[config.mk]
export PLATFORM = sky130hd
export DESIGN_NAME = wptr_flow_ctrl
export DESIGN_NICKNAME = d
export VERILOG_FILES = /design/src/rtl/wptr_flow_ctrl.sv
export SDC_FILE = /design/constraint.sdc
export NUM_CORES = 1
export LEC_CHECK = 0
export BUFFER_PORTS_ARGS = -buffer_cell sky130_fd_sc_hd__clkbuf_2
export CORE_MARGIN = 3
export CORE_UTILIZATION = 52
export DETAILED_ROUTE_END_ITERATION = 12
export HOLD_SLACK_MARGIN = 0.12
export PLACE_DENSITY_LB_ADDON = 0.08
export SETUP_SLACK_MARGIN = 0.2
export SLEW_MARGIN = 20
export SYNTH_ARGS = -nofsm -noshare
export SYNTH_HDL_FRONTEND = slang
export SYNTH_SLANG_ARGS = --single-unit
[constraint.sdc]
create_clock -name wclk -period 2.55 [get_ports wclk]
set_input_delay 0.255 -clock wclk [delete_from_list [all_inputs] [get_ports wclk]]
set_output_delay 0.255 -clock wclk [all_outputs]
set_load 0.02 [all_outputs]
[src/rtl/wptr_flow_ctrl.sv]
// Write-side pointer and flow control for an async FIFO.
// Keeps the binary/Gray write pointer, the full flag, a sticky overflow flag
// and, when WPTR_LEVEL_EN is defined, the occupancy level and almost-full flag.
// Without WPTR_LEVEL_EN the level path is omitted and wLevel/wAFull read 0.
module wptr_flow_ctrl #(
  parameter int ADDR_SIZE    = 12,
  parameter int AFULL_MARGIN = 4
) (
  input  logic                 wclk,
  input  logic                 wrst,
  input  logic                 winc,
  input  logic [ADDR_SIZE:0]   rptr_s,
  output logic [ADDR_SIZE-1:0] waddr,
  output logic [ADDR_SIZE:0]   wptr,
  output logic                 wFull,
  output logic                 wAFull,
  output logic [ADDR_SIZE:0]   wLevel,
  output logic                 wOvf
);

  localparam int DEPTH = 1 << ADDR_SIZE;

  // Reject illegal parameterizations at elaboration.
  if (ADDR_SIZE < 2 || AFULL_MARGIN < 1 || AFULL_MARGIN > DEPTH - 1) begin : g_bad_param
    $error("wptr_flow_ctrl: illegal ADDR_SIZE/AFULL_MARGIN");
  end

  logic [ADDR_SIZE:0] r_wbin;
  logic               w_inc;
  logic [ADDR_SIZE:0] w_wbinnext;
  logic [ADDR_SIZE:0] w_graynext;
  logic               w_fullnext;

  // A write is only taken while the registered full flag is clear.
  assign w_inc      = winc & ~wFull;
  assign w_wbinnext = r_wbin + {{ADDR_SIZE{1'b0}}, w_inc};
  assign w_graynext = (w_wbinnext >> 1) ^ w_wbinnext;
  assign waddr      = r_wbin[ADDR_SIZE-1:0];

  // Full when the next write Gray pointer is one lap ahead of the read pointer.
  assign w_fullnext = (w_graynext == {~rptr_s[ADDR_SIZE:ADDR_SIZE-1], rptr_s[ADDR_SIZE-2:0]});

  // Pointer, full and sticky overflow registers.
  always_ff @(posedge wclk) begin
    if (wrst) begin
      r_wbin <= '0;
      wptr   <= '0;
      wFull  <= 1'b0;
      wOvf   <= 1'b0;
    end else begin
      r_wbin <= w_wbinnext;
      wptr   <= w_graynext;
      wFull  <= w_fullnext;
      if (winc && wFull) wOvf <= 1'b1;
    end
  end

`ifdef WPTR_LEVEL_EN
  localparam logic [ADDR_SIZE:0] AF_TH = (ADDR_SIZE+1)'(DEPTH - AFULL_MARGIN);

  logic [ADDR_SIZE:0] w_rbin_s;
  logic [ADDR_SIZE:0] w_levnext;

  // Gray-to-binary conversion of the synchronized read pointer.
  always_comb begin
    w_rbin_s            = '0;
    w_rbin_s[ADDR_SIZE] = rptr_s[ADDR_SIZE];
    for (int i = ADDR_SIZE - 1; i >= 0; i--)
      w_rbin_s[i] = w_rbin_s[i+1] ^ rptr_s[i];
  end

  // Modular subtraction yields 0..DEPTH for any legal pointer pair.
  assign w_levnext = w_wbinnext - w_rbin_s;

  // Registered level and almost-full.
  always_ff @(posedge wclk) begin
    if (wrst) begin
      wLevel <= '0;
      wAFull <= 1'b0;
    end else begin
      wLevel <= w_levnext;
      wAFull <= (w_levnext >= AF_TH);
    end
  end
`else
  assign wLevel = '0;
  assign wAFull = 1'b0;
`endif

endmodule
Yosys cells after proc, flatten, opt, wreduce, memory -nomap -nowiden

Index checks and enable logic that the tools add are counted.

Bits in registers: 28
Output and inout bits: 41
Word-level logic and storage cells: 11

$add $sub $neg: 1
Eq/ne operators: 1
Bitwise operators: 4
Reduce and logical (&&, ||, !) cells: 1

Operator list:

| operator                                        | count |
|---|---|
| 13-bit by 1-bit adder with 13-bit output        | 1 |
| 13-bit equality test                            | 1 |
| 12-bit by 13-bit bitwise XOR with 13-bit output | 1 |
| 2-bit inverter                                  | 1 |
| 1-bit bitwise AND                               | 1 |
| 1-bit logical AND                               | 1 |
| 1-bit inverter                                  | 1 |

Logic depth before layout (Yosys ltp)

Gate-level depths: netlist (run 1).

Depth after elaboration: 5
Gate-level depth with buffers: 10
Gate-level depth less buffers: 8

Worst setup path after synthesis (run 1)

No wires, ideal clock.

Kind: reg2reg
Start: register wFull
End: register wFull
Arrival time: 2.246 ns
Required time: 2.462 ns
Slack: 0.216 ns
Cell stages (with the launch flop): 9
Path buffers: 0
Cells stage by stage: dfxtp_1 > nor2b_1 > ha_1 > nand4_2 > nor4_4 > xnor3_1 > or3b_1 > a221o_1 > nor4_2

Word-level cells in the longest chain between the ends: 5

RTL lines:

| what                                            | RTL line | RTL |
|---|---|---|
| from (decl)                                     | 15       | `output logic wFull,` |
| from (signal assigned)                          | 53       | `wFull <= w_fullnext;` |
| 1-bit inverter                                  | 35       | `assign w_inc = winc & ~wFull;` |
| 1-bit bitwise AND                               | 35       |  |
| 13-bit by 1-bit adder with 13-bit output        | 36       | `assign w_wbinnext = r_wbin + {{ADDR_SIZE{1'b0}}, w_inc};` |
| 12-bit by 13-bit bitwise XOR with 13-bit output | 37       | `assign w_graynext = (w_wbinnext >> 1) ^ w_wbinnext;` |
| 13-bit equality test                            | 41       | `assign w_fullnext = (w_graynext == {~rptr_s[ADDR_SIZE:ADDR_SIZE-1], rptr_s[ADDR_SIZE-2:0]});` |

Every way passes these cells.
A chain may end at the register's enable or synchronous reset.

Worst setup path after layout (run 1)

Same ends and word-level chain as after synthesis.

==> impl_metrics.prom, run 1 <==
# TYPE chip_impl_metric gauge
chip_impl_metric{name="async_reset_ff_frac",unit=""} 0
chip_impl_metric{name="grt_overflow",unit=""} 0
chip_impl_metric{name="insertedDiodeCount",unit=""} 0
chip_impl_metric{name="routabilityCongestion",unit=""} 0.908
chip_impl_metric{name="detail_route.drc_violations",unit=""} 0
chip_impl_metric{name="met2RoutedLength",unit="um"} 2060
chip_impl_metric{name="floorplan.die_area",unit="um2"} 4430
chip_impl_metric{name="drv_cap",unit=""} 0
chip_impl_metric{name="slowest_delay",unit="ps"} 360
chip_impl_info{name="cts_tree",value="done"} 1
chip_impl_metric{name="postLayoutCoreUtil",unit=""} 0.662
chip_impl_metric{name="clock_network_fraction_of_design_power",unit=""} 0.287
chip_impl_metric{name="synth.top_cell.area_share",unit=""} 0.283
chip_impl_metric{name="cp.arrival",unit="ps"} 2460
chip_impl_info{name="crit_type",value="reg2reg"} 1
chip_impl_metric{name="intPower",unit="uW"} 608
chip_impl_metric{name="grt_pass1_wl",unit="um"} 6790
chip_impl_info{name="synth-main-ff-cell",value="sky130_fd_sc_hd__dfxtp_1"} 1
chip_impl_metric{name="slew_viol_final",unit=""} 0
chip_impl_metric{name="max_clock_freq",unit="GHz"} 0.437
chip_impl_metric{name="detailedRoute.firstIterationViolations",unit=""} 112
chip_impl_metric{name="grt_pass1_vias",unit=""} 1466
chip_impl_info{name="sequence_of_cells_on_the_critical_path",value="nor2b_4, ha_4, nand4_4, nor4_4, xnor3_1, or3b_1, a221o_1, nor4_2"} 1
chip_impl_metric{name="area_growth",unit="%"} 19.6
chip_impl_metric{name="drive_gt1_frac",unit=""} 0.306
chip_impl_metric{name="timing.setup.tns",unit="ps"} 0
chip_impl_metric{name="synth-edff-count",unit=""} 0
chip_impl_info{name="status",value="completed"} 1
chip_impl_metric{name="finalWorstPathRequiredPeriod",unit="ps"} 2290
chip_impl_info{name="grt_setup_unrepaired",value="yes"} 1
chip_impl_metric{name="antenna_violating_nets_post_route",unit=""} 0
chip_impl_metric{name="n_fill_cell",unit=""} 320
chip_impl_metric{name="routedWlPerCell",unit="um"} 13.6
chip_impl_metric{name="synth.lib_cells_used.distinct",unit=""} 54
chip_impl_metric{name="route.met3.wl",unit="um"} 217
chip_impl_metric{name="postSynthRegisterBits",unit=""} 27
chip_impl_metric{name="clk_pin_slew",unit="ps"} 90
chip_impl_metric{name="synth.cell_area",unit="um2"} 1910
chip_impl_metric{name="m1WireLength",unit="um"} 1960
chip_impl_metric{name="maximum_number_of_pins_on_one_net_before_global_route_repair",unit=""} 27
chip_impl_info{name="worst_setup_path_start_kind",value="flop"} 1
chip_impl_info{name="yosys.area.top_type",value="sky130_fd_sc_hd__dfxtp_1"} 1
chip_impl_metric{name="power_switching",unit="uW"} 236
chip_impl_metric{name="power-per-cell-area",unit="nW/um2"} 370
chip_impl_metric{name="setup_viol_count_final",unit=""} 0
chip_impl_metric{name="initial_standard_cell_utilization_of_the_core",unit=""} 0.554
chip_impl_metric{name="count_of_hold_buffers_inserted_by_post_cts_repair",unit=""} 0
chip_impl_metric{name="clock_tree.buffer_depth",unit=""} 2
chip_impl_metric{name="fin_skew",unit="ps"} 5.32
chip_impl_metric{name="htreeDepth",unit=""} 1
chip_impl_metric{name="critical_path_peak_fanout",unit=""} 3
chip_impl_info{name="timing.hold.worst.start",value="winc"} 1
chip_impl_metric{name="power.sequential.fraction",unit=""} 0.517
chip_impl_info{name="highest_layer",value="met4"} 1
chip_impl_metric{name="boundaryPins",unit=""} 57
chip_impl_metric{name="power_switching_share",unit=""} 0.279
chip_impl_metric{name="placementRows",unit=""} 21
chip_impl_info{name="critical_path.slowest_cell",value="sky130_fd_sc_hd__dfxtp_2"} 1
chip_impl_metric{name="yosysWarningCount",unit=""} 0
chip_impl_metric{name="report.final.hold_viol_count",unit=""} 0
chip_impl_metric{name="grt_antenna_before_repair",unit=""} 0
chip_impl_info{name="yosysMostFrequentCell",value="sky130_fd_sc_hd__nor2_1"} 1
chip_impl_metric{name="wl",unit="um"} 4320
chip_impl_metric{name="vertical_die_dimension",unit="um"} 66.6
chip_impl_metric{name="required",unit="ps"} 2730
chip_impl_metric{name="grtUsageTotal",unit=""} 0.200
chip_impl_metric{name="portBuffers",unit=""} 42
chip_impl_info{name="synth.top_cells.by_count",value="sky130_fd_sc_hd__nor2_1 (29), sky130_fd_sc_hd__dfxtp_1 (27), sky130_fd_sc_hd__xnor2_1 (27), sky130_fd_sc_hd__buf_4 (18), sky130_fd_sc_hd__xor2_1 (13)"} 1
chip_impl_info{name="yosys-top-cells-area",value="sky130_fd_sc_hd__dfxtp_1 (28%), sky130_fd_sc_hd__xnor2_1 (12%), sky130_fd_sc_hd__buf_4 (7.1%)"} 1
chip_impl_metric{name="clkSinkCount",unit=""} 27
chip_impl_metric{name="power.static_leakage",unit="nW"} 1.00
chip_impl_metric{name="synth_sequential_area_ratio",unit=""} 0.283
chip_impl_metric{name="comb_power_share",unit=""} 0.195
chip_impl_metric{name="postSynthCellCount",unit=""} 224
chip_impl_metric{name="final_min_period_over_clock_period",unit=""} 0.897
chip_impl_metric{name="postSynthAreaPerCell",unit="um2"} 8.51
chip_impl_info{name="cp-startpoint",value="wFull$_SDFF_PP0_"} 1
chip_impl_info{name="reg2reg_from",value="wFull$_SDFF_PP0_"} 1
chip_impl_metric{name="detailed_place_hpwl",unit="um"} 3320
chip_impl_metric{name="clock_latency",unit="ps"} 270
chip_impl_metric{name="vias",unit=""} 1666
chip_impl_info{name="critical_path.endpoint_type",value="flop"} 1
chip_impl_metric{name="viasPerCell",unit=""} 5.26
chip_impl_metric{name="cts_bufs_inserted",unit=""} 3
chip_impl_info{name="cts.root.buffer_cell",value="sky130_fd_sc_hd__clkbuf_8"} 1
chip_impl_metric{name="die_width",unit="um"} 66.6
chip_impl_metric{name="finalNetCount",unit=""} 290
chip_impl_metric{name="detailedRoute.firstPassIterationCount",unit=""} 4
chip_impl_info{name="timing.hold.worst.class",value="in2reg"} 1
chip_impl_metric{name="coreArea",unit="um2"} 3440
chip_impl_metric{name="ir_worst_vdd",unit="mV"} 0.295
-- cell families (layout without fill, tap and decap cells) --
group / after synthesis / after routing / share of synthesized area
compound gates: 36 / 36 / 0.129
other cells: 1 / 14 / 0.00197
mux: 1 / 1 / 0.00591
flops: 27 / 27 / 0.283
simple gates: 77 / 77 / 0.243
xor+xnor: 42 / 42 / 0.208
fa+ha+maj: 2 / 2 / 0.0131
buf+inv: 38 / 72 / 0.115
-- critical path: cells and delay by family (launching register included) --
kind,cells,cell delay (ps)
AND/OR/NAND/NOR,5,1160
flip-flops,1,360
AO/OA/AOI/OAI,1,330
XOR/XNOR,1,200
adder cells (fa/ha/maj),1,160
-- area by class of cell --
cell class              count  area (um2)  area share
clock buffers               4        45.0      0.0198
inverters                   6        22.5     0.00988
multi-input cells         172        1250       0.547
flip-flops and latches     27         544       0.239
well taps                  46        57.6      0.0252
repair buffers             62         364       0.160
-- what timing repair did --
item                       CTS  global route
setup buffers                0             1
setup endpoints to repair    1             1
pin swaps                    0             1
gates resized for setup      5            12
-- per-stage QoR --
stage	hold WS (ps)	power (mW)	cell area [um2]	cells	worst slack [ps]
2_1_floorplan	396	0.571	1960	237	216
3_3_place_gp	456	0.600	2170	312	48.6
3_5_place_dp	472	0.601	2170	312	73.8
4_1_cts	238	0.843	2230	316	211
5_1_grt	274	0.895	2280	317	143
6_report	237	0.844	2280	317	263
-- power groups by stage --
stage	combinational, mW	clock, mW	sequential (mW)
after floorplan	0.116	0	0.454
after detailed placement	0.156	0	0.445
after global placement	0.155	0	0.446
final	0.165	0.242	0.437
after global routing	0.183	0.274	0.439
after CTS	0.158	0.249	0.436
-- final timing paths --
kind / endpoint / slack [ps] / cells after the start
min reg2reg: wOvf$_SDFFE_PP0P_ / 480 / 2
min: wOvf$_SDFFE_PP0P_ / 240 / 3
max: wFull$_SDFF_PP0_ / 260 / 8
max reg2reg: wFull$_SDFF_PP0_ / 260 / 8
-- cells in the final DEF (no fill, tap or decap), drive strengths merged, types with 2 or more instances in the layout --
cell / Yosys / layout
dfxtp: 27 / 27
o21ai: 5 / 5
nor2: 29 / 29
a22oi: 2 / 2
and4: 3 / 3
buf: 25 / 20
nor4: 3 / 3
nand2b: 2 / 2
nand3: 7 / 7
nand4: 7 / 7
nor2b: 4 / 4
xnor2: 27 / 27
conb: 1 / 14
nand2: 9 / 9
inv: 6 / 6
ha: 2 / 2
o211ai: 3 / 3
a21o: 2 / 2
and3: 2 / 2
clkbuf: 7 / 46
a221o: 2 / 2
nand3b: 2 / 2
nor3: 2 / 2
xor2: 13 / 13
a21oi: 10 / 10
o22ai: 2 / 2
-- per-layer routing --
metal | track usage | up-vias
li1 | - | 841
met1 | 0.259 | 763
met2 | 0.328 | 51
met3 | 0.0354 | 11
met4 | 0.0736 | 0
met5 | 0 | -
-- flip-flops by register name (all words and copies together) (netlist names) --
name / count
wptr: 13
r_wbin: 12
wFull: 1
wOvf: 1
(Power assumes the default switching activity.)
==> inputs of run 2 (changes only) <==
--- a/constraint.sdc
+++ b/constraint.sdc
@@ -3,2 +3,2 @@
 set_output_delay 0.255 -clock wclk [all_outputs]
-set_load 0.02 [all_outputs]
+set_load 0.05 [all_outputs]
==> run 2 against run 1 <==
Against the previous run: hold slack improved by 0.76 ps; core utilization fell by 1.9 points; sequential share of layout area rose by 1.4 points; via count is 3.4% lower; global-route usage down 0.49 points; clock-buffer cell count stayed put; critical path type unchanged; largest cell class unchanged; largest power group unchanged; highest routed layer unchanged.
==> impl_metrics.prom, run 2 (synthesis results as in run 1) <==
# TYPE chip_impl_metric gauge
chip_impl_metric{name="design_power_total",unit="uW"} 891
chip_impl_metric{name="fin_skew",unit="ps"} 3.27
chip_impl_metric{name="vias",unit=""} 1609
chip_impl_info{name="layout.cells.most_common_list",value="sky130_fd_sc_hd__clkbuf_2 (42), sky130_fd_sc_hd__nor2_1 (29), sky130_fd_sc_hd__xnor2_1 (27)"} 1
chip_impl_info{name="worst_setup_path_start_kind",value="flop"} 1
chip_impl_metric{name="detail_route.drc_violations",unit=""} 0
chip_impl_metric{name="place_area",unit="um2"} 2130
chip_impl_metric{name="finalWorstPathRequiredPeriod",unit="ps"} 2330
chip_impl_metric{name="maximum_number_of_pins_on_one_net_before_global_route_repair",unit=""} 27
chip_impl_metric{name="clock_tree.buffer_depth",unit=""} 2
chip_impl_metric{name="insertedDiodeCount",unit=""} 0
chip_impl_info{name="critical_path.endpoint_type",value="flop"} 1
chip_impl_metric{name="required",unit="ps"} 2730
chip_impl_metric{name="viasPerCell",unit=""} 5.24
chip_impl_metric{name="post-cts-setup-buffer-count",unit=""} 0
chip_impl_metric{name="clock_network_fraction_of_design_power",unit=""} 0.278
chip_impl_metric{name="power-per-cell-area",unit="nW/um2"} 403
chip_impl_metric{name="detailedRoute.firstPassIterationCount",unit=""} 4
chip_impl_metric{name="area_growth",unit="%"} 16.1
chip_impl_metric{name="grt_pass1_vias",unit=""} 1465
chip_impl_metric{name="timing.setup.tns",unit="ps"} 0
chip_impl_metric{name="htreeDepth",unit=""} 1
chip_impl_metric{name="grt_overflow",unit=""} 0
chip_impl_metric{name="cts_bufs_inserted",unit=""} 3
chip_impl_metric{name="layout.cell_area.non_filler",unit="um2"} 2210
chip_impl_metric{name="wl",unit="um"} 4060
chip_impl_metric{name="cp.arrival",unit="ps"} 2510
chip_impl_metric{name="comb_power_share",unit=""} 0.227
chip_impl_metric{name="clkSinkCount",unit=""} 27
chip_impl_metric{name="count_of_hold_buffers_inserted_by_post_cts_repair",unit=""} 0
chip_impl_metric{name="portBuffers",unit=""} 42
chip_impl_metric{name="floorplan.die_area",unit="um2"} 4430
chip_impl_metric{name="grt_antenna_before_repair",unit=""} 0
chip_impl_info{name="cts.root.buffer_cell",value="sky130_fd_sc_hd__clkbuf_8"} 1
chip_impl_info{name="final_common_cell",value="sky130_fd_sc_hd__clkbuf_2"} 1
chip_impl_info{name="cts_tree",value="done"} 1
chip_impl_metric{name="power_switching_share",unit=""} 0.319
chip_impl_metric{name="critical_path_peak_fanout",unit=""} 8
chip_impl_metric{name="final_min_period_over_clock_period",unit=""} 0.915
chip_impl_metric{name="clk_pin_slew",unit="ps"} 90
chip_impl_info{name="regMostFlops",value="wptr"} 1
chip_impl_metric{name="vertical_die_dimension",unit="um"} 66.6
chip_impl_info{name="timing.hold.worst.class",value="in2reg"} 1
chip_impl_metric{name="setup_viol_count_final",unit=""} 0
chip_impl_metric{name="ir_worst_vdd",unit="mV"} 0.298
chip_impl_metric{name="max_clock_freq",unit="GHz"} 0.429
chip_impl_info{name="grt_setup_unrepaired",value="yes"} 1
chip_impl_metric{name="routabilityCongestion",unit=""} 0.887
chip_impl_metric{name="report.final.hold_viol_count",unit=""} 0
chip_impl_metric{name="coreArea",unit="um2"} 3440
chip_impl_metric{name="grt_pass1_wl",unit="um"} 6750
chip_impl_metric{name="power_switching",unit="uW"} 285
chip_impl_metric{name="finalNetCount",unit=""} 280
chip_impl_metric{name="dp_worst_setup_slack",unit="ps"} 47.0
chip_impl_metric{name="power.static_leakage",unit="nW"} 0.947
chip_impl_metric{name="slew_viol_final",unit=""} 0
chip_impl_metric{name="largest_register_ffs",unit=""} 13
chip_impl_info{name="crit_type",value="reg2reg"} 1
chip_impl_metric{name="r2r_setup_slack",unit="ps"} 220
chip_impl_metric{name="antenna_violating_nets_post_route",unit=""} 0
chip_impl_metric{name="detailedRoute.firstIterationViolations",unit=""} 85
chip_impl_info{name="status",value="completed"} 1
chip_impl_metric{name="boundaryPins",unit=""} 57
chip_impl_metric{name="postLayoutCoreUtil",unit=""} 0.643
chip_impl_metric{name="die_width",unit="um"} 66.6
chip_impl_metric{name="clock_latency",unit="ps"} 270
chip_impl_metric{name="grtUsageTotal",unit=""} 0.195
chip_impl_metric{name="drive_gt1_frac",unit=""} 0.299
chip_impl_info{name="largestRegisters",value="wptr (13), r_wbin (12)"} 1
chip_impl_metric{name="intPower",unit="uW"} 606
chip_impl_metric{name="detailed_place_hpwl",unit="um"} 3060
chip_impl_metric{name="power.sequential.fraction",unit=""} 0.495
chip_impl_metric{name="initial_standard_cell_utilization_of_the_core",unit=""} 0.554
chip_impl_metric{name="post-route-worst-setup-slack",unit="ps"} 217
chip_impl_metric{name="placementRows",unit=""} 21
chip_impl_metric{name="routedWlPerCell",unit="um"} 13.2
chip_impl_metric{name="drv_cap",unit=""} 0
[run 2: changes by cell type in the layout (fill, tap and decap cells not counted)]
cell / delta
sky130_fd_sc_hd__o21ai_0: +1
sky130_fd_sc_hd__o21ai_2: -1
sky130_fd_sc_hd__o22a_1: +1
sky130_fd_sc_hd__ha_4: +1
sky130_fd_sc_hd__buf_4: -9
sky130_fd_sc_hd__nor2b_1: +1
sky130_fd_sc_hd__buf_6: -1
sky130_fd_sc_hd__dfxtp_1: -8
sky130_fd_sc_hd__dfxtp_4: +2
sky130_fd_sc_hd__o22a_2: -1
sky130_fd_sc_hd__dfxtp_2: +6
sky130_fd_sc_hd__ha_2: -1
sky130_fd_sc_hd__nor2b_4: -1
[run 2: area by class of cell]
class | count | area (um2)
multi-input combinational | 172 | 1240
fill | 353 | 1230
sequential | 27 | 559
timing repair buffer | 52 | 285
tap | 46 | 57.6
clock buffer | 4 | 45.0
inverter | 6 | 22.5
[run 2: worst max-delay path: stages, from the launching register on]
cell                      delay [ps]
sky130_fd_sc_hd__dfxtp_4         370
sky130_fd_sc_hd__nor2b_4         150
sky130_fd_sc_hd__ha_4            200
sky130_fd_sc_hd__and4_1          240
sky130_fd_sc_hd__nand4_1         180
sky130_fd_sc_hd__xnor2_1         200
sky130_fd_sc_hd__or3b_1          350
sky130_fd_sc_hd__a221o_1         370
sky130_fd_sc_hd__nor4_2          160
[run 2: final timing paths]
path                startpoint                end  depth (start not counted)
min                       winc  wOvf$_SDFFE_PP0P_                          3
max reg2reg   wFull$_SDFF_PP0_   wFull$_SDFF_PP0_                          8
max           wFull$_SDFF_PP0_   wFull$_SDFF_PP0_                          8
min reg2reg  wOvf$_SDFFE_PP0P_  wOvf$_SDFFE_PP0P_                          2
[run 2: what timing repair did]
action / in CTS / in global routing
gates resized for setup: 4 / 2
gates cloned: 0 / 0
hold endpoints to repair: 0 / 0
endpoints found under the setup margin: 1 / 1
pin swaps: 0 / 2
[run 2: power groups by stage]
stage	clock [mW]	sequential, mW	combinational (mW)
after detailed placement	0	0.449	0.195
after CTS	0.256	0.441	0.201
after global routing	0.275	0.443	0.219
after global placement	0	0.449	0.195
final	0.247	0.441	0.203
after floorplan	0	0.473	0.145
[run 2: stage by stage]
step	hold slack [ps]	std cells
global route	245	307
finish	238	307
CTS	233	307
detailed placement	475	303
floorplan	396	237
global placement	459	303
[run 2: metal layers]
metal  track usage  vias to the layer above  routed length, um
li1              -                      814                  -
met1         0.258                      746               1930
met2         0.322                       42               1890
met3        0.0270                        7                169
met4        0.0660                        0                 76
met5             0                        -                  0
==> inputs of run 3 (changes only) <==
Clock period 2.55 ns to 2.64 ns, I/O delays scaled along.
==> run 3 against run 2 <==
Against the previous run: sequential share of layout area down 0.59 points; routed wire length up 2.6%; non-clock buffer count up 4; clock skew about the same; hold slack worse by 11 ps; global-route usage up 0.56 points; critical path type unchanged; largest power group unchanged.
==> impl_metrics.prom, run 3 (synthesis results as in run 1) <==
# TYPE chip_impl_metric gauge
chip_impl_info{name="critical_path.reg2reg.endpoint",value="wFull$_SDFF_PP0_"} 1
chip_impl_metric{name="design_power_total",unit="uW"} 865
chip_impl_metric{name="timing.setup.tns",unit="ps"} 0
chip_impl_metric{name="clock_tree.buffer_depth",unit=""} 2
chip_impl_metric{name="largest_register_ffs",unit=""} 13
chip_impl_metric{name="grt_pass1_wl",unit="um"} 6890
chip_impl_metric{name="finalWorstPathRequiredPeriod",unit="ps"} 2300
chip_impl_metric{name="detailedRoute.firstIterationViolations",unit=""} 61
chip_impl_metric{name="critical_path_peak_fanout",unit=""} 8
chip_impl_metric{name="slew_viol_final",unit=""} 0
chip_impl_metric{name="drv_cap",unit=""} 0
chip_impl_metric{name="clkSinkCount",unit=""} 27
chip_impl_metric{name="dpl.cell_count",unit=""} 304
chip_impl_metric{name="place_area",unit="um2"} 2130
chip_impl_metric{name="maximum_number_of_pins_on_one_net_before_global_route_repair",unit=""} 27
chip_impl_metric{name="gr-usage-met2",unit=""} 0.328
chip_impl_metric{name="wl",unit="um"} 4170
chip_impl_info{name="sequence_of_cells_on_the_critical_path",value="nor2b_4, ha_4, nand4_4, nor4_4, xnor3_1, or3b_1, a221o_1, nor4_2"} 1
chip_impl_metric{name="portBuffers",unit=""} 42
chip_impl_metric{name="grt_overflow",unit=""} 0
chip_impl_metric{name="coreArea",unit="um2"} 3440
chip_impl_info{name="critical_path.endpoint_type",value="flop"} 1
chip_impl_metric{name="boundaryPins",unit=""} 57
chip_impl_metric{name="required",unit="ps"} 2830
chip_impl_metric{name="finalNetCount",unit=""} 284
chip_impl_info{name="cts.root.buffer_cell",value="sky130_fd_sc_hd__clkbuf_8"} 1
chip_impl_metric{name="power.static_leakage",unit="nW"} 0.982
chip_impl_metric{name="detail_route.drc_violations",unit=""} 0
chip_impl_metric{name="slowest_delay",unit="ps"} 370
chip_impl_metric{name="gr-usage-met3",unit=""} 0.0405
chip_impl_metric{name="n_fill_cell",unit=""} 313
chip_impl_metric{name="layout.cell_area.non_filler",unit="um2"} 2240
chip_impl_info{name="grt_most_used_layer",value="met2"} 1
chip_impl_metric{name="viasPerCell",unit=""} 5.23
chip_impl_metric{name="final_min_period_over_clock_period",unit=""} 0.872
chip_impl_metric{name="fin_skew",unit="ps"} 3.13
chip_impl_metric{name="hold_path_depth",unit=""} 3
chip_impl_metric{name="postLayoutCoreUtil",unit=""} 0.651
chip_impl_metric{name="cts_bufs_inserted",unit=""} 3
chip_impl_metric{name="detailed_place_hpwl",unit="um"} 3280
chip_impl_metric{name="dp_worst_setup_slack",unit="ps"} 56.5
chip_impl_metric{name="post-route-worst-setup-slack",unit="ps"} 337
chip_impl_metric{name="clock_latency",unit="ps"} 280
chip_impl_metric{name="detailedRoute.firstPassIterationCount",unit=""} 4
chip_impl_metric{name="htreeDepth",unit=""} 1
chip_impl_metric{name="ir_worst_vdd",unit="mV"} 0.317
chip_impl_metric{name="power-per-cell-area",unit="nW/um2"} 386
chip_impl_metric{name="floorplan.die_area",unit="um2"} 4430
chip_impl_info{name="largestRegisters",value="wptr (13), r_wbin (12)"} 1
chip_impl_info{name="reg2reg_from",value="wFull$_SDFF_PP0_"} 1
chip_impl_info{name="hold_path_end",value="wOvf$_SDFFE_PP0P_"} 1
chip_impl_info{name="crit_type",value="reg2reg"} 1
chip_impl_metric{name="count_of_hold_buffers_inserted_by_post_cts_repair",unit=""} 0
chip_impl_info{name="worst_setup_path_start_kind",value="flop"} 1
chip_impl_metric{name="die_width",unit="um"} 66.6
chip_impl_metric{name="worst_hold_slack",unit="ps"} 227
chip_impl_metric{name="vias",unit=""} 1628
chip_impl_metric{name="area_growth",unit="%"} 17.5
chip_impl_metric{name="insertedDiodeCount",unit=""} 0
chip_impl_metric{name="r2r_setup_slack",unit="ps"} 340
chip_impl_metric{name="max_clock_freq",unit="GHz"} 0.434
chip_impl_metric{name="initial_standard_cell_utilization_of_the_core",unit=""} 0.554
chip_impl_info{name="regMostFlops",value="wptr"} 1
chip_impl_metric{name="cp.arrival",unit="ps"} 2500
chip_impl_metric{name="setup_viol_count_final",unit=""} 0
chip_impl_info{name="final_common_cell",value="sky130_fd_sc_hd__clkbuf_2"} 1
chip_impl_metric{name="placementRows",unit=""} 21
chip_impl_metric{name="grtUsageTotal",unit=""} 0.200
chip_impl_info{name="timing.hold.worst.start",value="winc"} 1
chip_impl_metric{name="final_cell_count_no_fill",unit=""} 311
chip_impl_metric{name="grt_antenna_before_repair",unit=""} 0
chip_impl_metric{name="vertical_die_dimension",unit="um"} 66.6
chip_impl_metric{name="grt_pass1_vias",unit=""} 1433
chip_impl_info{name="timing.hold.worst.class",value="in2reg"} 1
chip_impl_info{name="cts_tree",value="done"} 1
chip_impl_metric{name="routedWlPerCell",unit="um"} 13.4
chip_impl_metric{name="grt_util_met1",unit=""} 0.276
chip_impl_metric{name="routabilityCongestion",unit=""} 0.888
chip_impl_metric{name="worst-path-buf-inv",unit=""} 0
chip_impl_info{name="grt_setup_unrepaired",value="no"} 1
chip_impl_metric{name="antenna_violating_nets_post_route",unit=""} 0
chip_impl_metric{name="drive_gt1_frac",unit=""} 0.298
chip_impl_info{name="status",value="completed"} 1
chip_impl_info{name="critical_path.slowest_cell",value="sky130_fd_sc_hd__dfxtp_4"} 1
chip_impl_info{name="layout.cells.most_common_list",value="sky130_fd_sc_hd__clkbuf_2 (42), sky130_fd_sc_hd__nor2_1 (29), sky130_fd_sc_hd__xnor2_1 (27)"} 1
chip_impl_metric{name="report.final.hold_viol_count",unit=""} 0
chip_impl_metric{name="reg2reg_depth",unit=""} 8
chip_impl_info{name="critPathTopFamily",value="simple AND/OR/NAND/NOR gates"} 1
chip_impl_metric{name="clk_pin_slew",unit="ps"} 100
run 3: changes by cell type in the layout (fill, tap and decap cells not counted):
cell,change
sky130_fd_sc_hd__clkbuf_1,-1
sky130_fd_sc_hd__clkinvlp_4,+1
sky130_fd_sc_hd__dfxtp_1,+3
sky130_fd_sc_hd__nor3_4,+1
sky130_fd_sc_hd__buf_4,+4
sky130_fd_sc_hd__a2111oi_0,+1
sky130_fd_sc_hd__dfxtp_2,-2
sky130_fd_sc_hd__nor3_2,-1
sky130_fd_sc_hd__dfxtp_4,-1
sky130_fd_sc_hd__a2111oi_2,-1
run 3: routing by layer:
metal	wire length, um	vias to the layer above
met5	0	-
met4	42	0
met3	285	6
met2	2030	61
met1	1810	737
li1	-	824
run 3: layout make-up:
class,instances,area (um2),area share
Clock inverter,1,7.51,0.00335
Multi-Input combinational cell,172,1240,0.555
Sequential cell,27,553,0.247
Tap cell,46,57.6,0.0257
Timing Repair Buffer,56,315,0.141
Clock buffer,3,41.3,0.0184
Inverter,6,22.5,0.0101
run 3: timing repair:
action | in CTS | in global routing
setup buffers | 0 | 3
setup endpoints to repair | 1 | 1
gates resized for setup | 3 | 4
pin swaps | 1 | 5
run 3: report_power, final:
part | switching (mW) | internal [mW] | leakage, nW
combinational | 0.132 | 0.0631 | 0.738
clock | 0.136 | 0.107 | 0.0217
sequential | 0.0124 | 0.414 | 0.222
total | 0.281 | 0.585 | 0.982
run 3: worst max-delay path by stage:
stage | startpoint | end | slack [ps] | cells after the start
after floorplan | r_wbin[8]$_SDFF_PP0_ | wFull$_SDFF_PP0_ | 220 | 7
after global placement | winc | wFull$_SDFF_PP0_ | 160 | 9
after detailed placement | winc | wFull$_SDFF_PP0_ | 60 | 9
after global routing | wFull$_SDFF_PP0_ | wFull$_SDFF_PP0_ | 200 | 9
after CTS | wFull$_SDFF_PP0_ | wFull$_SDFF_PP0_ | 240 | 8
final | wFull$_SDFF_PP0_ | wFull$_SDFF_PP0_ | 340 | 8
run 3: worst register-to-register path: stages, from the launching register on:
cell	delay [ps]
sky130_fd_sc_hd__dfxtp_4	370
sky130_fd_sc_hd__nor2b_4	160
sky130_fd_sc_hd__ha_4	210
sky130_fd_sc_hd__nand4_4	130
sky130_fd_sc_hd__nor4_4	320
sky130_fd_sc_hd__xnor3_1	190
sky130_fd_sc_hd__or3b_1	350
sky130_fd_sc_hd__a221o_1	360
sky130_fd_sc_hd__nor4_2	120
